[config.mk]
export PLATFORM = sky130hd
export DESIGN_NAME = usr_serial_deserializer
export DESIGN_NICKNAME = d
export VERILOG_FILES = /design/src/rtl/usr_link_pkg.sv /design/src/rtl/usr_sipo_core.sv /design/src/rtl/usr_serial_deserializer.sv
export SDC_FILE = /design/constraint.sdc
export NUM_CORES = 1
export LEC_CHECK = 0
export ABC_AREA = 0
export CAP_MARGIN = 25
export CORE_MARGIN = 2
export CORE_UTILIZATION = 41
export CTS_CLUSTER_DIAMETER = 200
export CTS_CLUSTER_SIZE = 8
export DETAILED_ROUTE_END_ITERATION = 16
export PLACE_DENSITY = 0.66
export SYNTH_ARGS = -nofsm -noshare
export SYNTH_HDL_FRONTEND = slang
export SYNTH_SLANG_ARGS = --single-unit
[constraint.sdc]
create_clock -name clk -period 1.35 [get_ports clk]
set_input_delay 0.135 -clock clk [delete_from_list [all_inputs] [get_ports clk]]
set_output_delay 0.135 -clock clk [all_outputs]
set_load 0.02 [all_outputs]
[src/rtl/usr_link_pkg.sv]
`default_nettype none
// ============================================================================
// Module : usr_link_pkg
// Brief  : Shared constants and types for the usr serial link (tx and rx).
// Rev    : 1.0  initial release
// ============================================================================
package usr_link_pkg;

    localparam logic DIR_RIGHT = 1'b0;
    localparam logic DIR_LEFT  = 1'b1;

    typedef enum logic [0:0] {
        IDLE = 1'b0,
        RECV = 1'b1
    } rx_state_t;

endpackage : usr_link_pkg
`default_nettype wire

[src/rtl/usr_sipo_core.sv]
`default_nettype none
// ============================================================================
// Module : usr_sipo_core
// Brief  : Serial-in shift register with frame bit counter; flags the last bit.
// Rev    : 1.0  initial release
// ============================================================================
module usr_sipo_core
    import usr_link_pkg::*;
#(
    parameter  int WIDTH = 4,
    localparam int CNT_W = $clog2(WIDTH + 1)
) (
    input  logic             clk,
    input  logic             rst,
    input  logic             i_clr,
    input  logic             i_shift_en,
    input  logic             i_dir,
    input  logic             i_s_in,
    output logic [WIDTH-1:0] o_word,
    output logic             o_done,
    output logic [CNT_W-1:0] o_bit_cnt
);

    logic [WIDTH-1:0] r_sr;
    logic [CNT_W-1:0] r_cnt;
    logic [WIDTH-1:0] w_next_sr;
    logic             w_last;

    assign w_next_sr = (i_dir == DIR_LEFT) ? {r_sr[WIDTH-2:0], i_s_in}
                                           : {i_s_in, r_sr[WIDTH-1:1]};
    assign w_last    = (r_cnt == CNT_W'(WIDTH - 1));

    // o_word already contains the bit being sampled, so the parent can
    // capture the full word on the same edge that finishes the frame.
    assign o_word    = w_next_sr;
    assign o_done    = i_shift_en & ~i_clr & w_last;
    assign o_bit_cnt = r_cnt;

    always_ff @(posedge clk or negedge rst) begin
        if (!rst) begin
            r_sr  <= '0;
            r_cnt <= '0;
        end else if (i_clr) begin
            r_sr  <= '0;
            r_cnt <= '0;
        end else if (i_shift_en) begin
            r_sr  <= w_next_sr;
            r_cnt <= w_last ? '0 : r_cnt + CNT_W'(1);
        end
    end

endmodule : usr_sipo_core
`default_nettype wire

[src/rtl/usr_serial_deserializer.sv]
`default_nettype none
// ============================================================================
// Module : usr_serial_deserializer
// Brief  : Collects WIDTH serial bits into a word offered on a valid/ready port.
// Rev    : 1.0  initial release
// ============================================================================
module usr_serial_deserializer
    import usr_link_pkg::*;
#(
    parameter  int WIDTH = 4,
    localparam int CNT_W = $clog2(WIDTH + 1)
) (
    input  logic             clk,
    input  logic             rst,
    input  logic             clr,
    input  logic             dir,
    input  logic             s_in,
    input  logic             s_valid,
    input  logic             out_ready,
    output logic [WIDTH-1:0] q,
    output logic             out_valid,
    output logic             busy,
    output logic [CNT_W-1:0] bit_cnt,
    output logic             overrun
);

    rx_state_t        r_state;
    logic             r_dir;
    logic [WIDTH-1:0] r_q;
    logic             r_out_valid;
    logic             r_overrun;

    logic             w_eff_dir;
    logic             w_shift_en;
    logic             w_done;
    logic             w_xfer;
    logic [WIDTH-1:0] w_word;
    logic [CNT_W-1:0] w_bit_cnt;

    // The first bit of a frame uses the live dir; later bits use the latched one.
    assign w_eff_dir  = (r_state == IDLE) ? dir : r_dir;
    assign w_shift_en = s_valid & ~clr;
    assign w_xfer     = r_out_valid & out_ready;

    usr_sipo_core #(
        .WIDTH (WIDTH)
    ) u_core (
        .clk        (clk),
        .rst        (rst),
        .i_clr      (clr),
        .i_shift_en (w_shift_en),
        .i_dir      (w_eff_dir),
        .i_s_in     (s_in),
        .o_word     (w_word),
        .o_done     (w_done),
        .o_bit_cnt  (w_bit_cnt)
    );

    always_ff @(posedge clk or negedge rst) begin
        if (!rst) begin
            r_state <= IDLE;
            r_dir   <= DIR_RIGHT;
        end else if (clr) begin
            r_state <= IDLE;
        end else if (s_valid) begin
            if (r_state == IDLE) begin
                r_dir   <= dir;
                r_state <= RECV;
            end
            if (w_done) begin
                r_state <= IDLE;
            end
        end
    end

    // A finished word loads only if the holding register is free or being
    // emptied on this same edge; otherwise it is dropped and flagged.
    always_ff @(posedge clk or negedge rst) begin
        if (!rst) begin
            r_q         <= '0;
            r_out_valid <= 1'b0;
            r_overrun   <= 1'b0;
        end else begin
            if (w_done && (!r_out_valid || out_ready)) begin
                r_q         <= w_word;
                r_out_valid <= 1'b1;
            end else if (w_xfer) begin
                r_out_valid <= 1'b0;
            end

            if (clr) begin
                r_overrun <= 1'b0;
            end else if (w_done && r_out_valid && !out_ready) begin
                r_overrun <= 1'b1;
            end
        end
    end

    assign q         = r_q;
    assign out_valid = r_out_valid;
    assign overrun   = r_overrun;
    assign bit_cnt   = w_bit_cnt;
    assign busy      = (w_bit_cnt != '0);

endmodule : usr_serial_deserializer
`default_nettype wire
==> out/qor.yml <==
routing:
  drt_iter0_markers: 2
  viasPerCell: 4.73
  finalWirelength_um: 1390
  post-route-drc-count: 0
  ant_nets: 0
  num_vias: 534
  dr.pass1.iters: 4
  wl_per_cell_um: 12.3
finish:
  fin_cells: 113
  antenna_cells: 0
  syn_to_final_growth_pct: 38.2
  drive_gt1_share_pct: 29.5
  final_nets: 98
  fillers: 141
clocking:
  clk_pin_slew_ns: 0.09
  postCtsSetupRepairBufs: 0
  cts_sinks: 15
  cts_htree_levels: 1
  numCtsBuffers: 3
  root_buffer: "clkbuf_4"
  clk_latency_ns: 0.29
  cts_tree: "built"
  cts_hold_buf: 0
  ctsLongestPathBuffers: 2
floorplan:
  start_util_pct: 43.0
  die_w_um: 46.3
  coreArea_sq_um: 1710
  die-height_um: 46.3
  dieArea_sq_um: 2150
  io_pins: 17
  rows: 15
global_routing:
  grt_antenna_before_repair: 0
  grt_pass1_vias: 495
  grt_pass1_wl_um: 2150
  grt_max_degree: 12
  gr-total-overflow: 0
  track_usage_pct: 14.9
critical_path:
  rr_worst_depth: 3
  crit_type: "flop to flop"
  worstPathRequired_ns: 1.53
  reg2reg_from: "r_state"
  r2r_end: "q[1]"
  critPathMaxFanout: 5
  cp.arrival_ns: 1.65
  end_kind: "flop"
  rrSetupSlack_ns: -0.11
  start_kind: "flop"
synthesis:
  synth_cells: 64
  synth_area_sq_um: 734
  synthDistinctLibCells: 22
  synth_top_cell_area_share_pct: 51.1
  syn-num-nets: 73
  synthTopCellsByArea: "dfrtp_1, mux2_4, nor2_1, mux2_2, o21a_1"
  ys_warn_count: 0
  ys_ff_latch: 15
  ys_seq_area_share_pct: 51.1
  yosys.area.top_type: "dfrtp_1"
  syn_area_per_cell_sq_um: 11.5
sta:
  hold_violations: 0
  finalSetupViolCount: 8
  maxSlewViolCount: 0
  finalWorstSetupSlack_ns: -0.113
  worstMarginPinSlew_ns: 0.349
  relSlewSlack_pct: 76.7
  maxClockFrequency_ghz: 0.684
  whs_ns: 0.0696
  skew_ns: 0.00483
  rsz0062_at_grt: "true"
  timing.final.crit_share_pct: 108
  min_period_ns: 1.46
power:
  ir_worst_vdd_uv: 530
  cellLeakagePower_nw: 0.501
  power_density_nw_per_um2: 976
job:
  drv_cap: 0
placement:
  dp.cells: 109
  routabilityCongestion: 0.725
  dp_hpwl_um: 1070
  dp_slack_ns: -0.223
  portBuffers: 16
status:
  violations: "setup timing"
  status: "complete, but fails checks"
hold_path:
  hold_path.class: "input port to asynchronous set/reset pin"
## report_power, final
group,leakage [nW],total (W),switching [W],internal [W]
combinational,0.288,0.000217,0.000101,0.000116
clock,0.0150,0.000266,0.000151,0.000115
sequential,0.198,0.000508,0.0000264,0.000482
## cell usage in the layout, fill, tap and decap left out, drive strengths merged, types with 4 or more instances in the layout
master         instances
mux2                   8
o21a                   4
dfrtp                 15
clkbuf                 4
buf                    7
nor2                  10
nand2                  4
dlygate4sd2            9
inv                    4
clkdlybuf4s50          6
## repair_timing
action | 4_1_cts | 5_1_grt
pin swaps | 1 | 1
setup endpoints to repair | 18 | 9
gates resized for setup | 13 | 2
## worst max-delay path: stages (launching register included)
cell and delay [ns]:
dfrtp_1 0.41, mux2i_4 0.35, mux2_4 0.34, mux2_4 0.25
## sequential cells by signal, summed over array words and instances (netlist names)
signal,count
out_valid,1
overrun,1
q,4
r_dir,1
r_state,1
u_core.o_bit_cnt,3
u_core.r_sr,4
## layer usage
metal  vias up  wire, um  share of wire, %  global-route usage (%)
li1        265         -                 -                       -
met1       256       676                49                    18.5
met2        11       647                47                    21.9
met3         2        42               3.0                    3.53
met4         0        25               1.8                    12.0
met5         -         0                 0                       0
## cells by family (layout without fill, tap and decap cells)
group	count (synthesis)	after routing	synth area share (%)
simple gates	21	21	15.2
flops	15	15	51.1
compound gates	11	11	10.1
mux	9	9	16.2
buf+inv	6	30	4.09
fa+ha+maj	2	2	3.41
## cell type report
class / count / area (sq um) / share of cell area [%]
tap: 25 / 31.3 / 3.08
timing repair buffer: 22 / 191 / 18.9
multi-input combinational: 43 / 373 / 36.7
clock buffer: 4 / 26.3 / 2.59
inverter: 4 / 15.0 / 1.48
sequential: 15 / 378 / 37.2
## metrics by stage
stage / TNS (ns) / cell area [sq um] / total power, W / util [%]
2_1_floorplan: -0.210 / 781 / 0.000651 / -
3_3_place_gp: -1.40 / 1000 / 0.000746 / 58.7
3_5_place_dp: -1.49 / 1000 / 0.000750 / 58.7
4_1_cts: -0.660 / 1010 / 0.00100 / 59.3
5_1_grt: -0.952 / 1010 / 0.00104 / 59.4
6_report: -0.512 / 1010 / 0.000991 / 59.4
## synth_stat cells
cell      number
mux2i_2        1
nor2b_1        2
nor2_1        10
o21a_1         4
dfrtp_1       15
nand2b_4       1
mux2_4         4
a211oi_1       2
o21ai_0        1
a31oi_1        1
clkbuf_1       1
nand2b_1       1
mux2_1         1
buf_6          1
inv_1          4
a21oi_1        2
o21bai_1       1
nand3_1        2
nor3_4         1
ha_1           2
nand2_1        4
mux2_2         3
## worst max path at each step
| stage | from | endpoint | slack, ns | depth (start not counted) |
|---|---|---|---|---|
| 2_1_floorplan | r_state | q[0] | -0.05 | 3 |
| 3_5_place_dp | dir | q[1] | -0.22 | 4 |
| 6_report | r_state | q[1] | -0.11 | 3 |
| 4_1_cts | r_state | q[1] | -0.13 | 3 |
| 3_3_place_gp | dir | q[1] | -0.21 | 4 |
| 5_1_grt | r_state | q[1] | -0.16 | 3 |
Note: power is estimated with default switching activity, not from simulation.
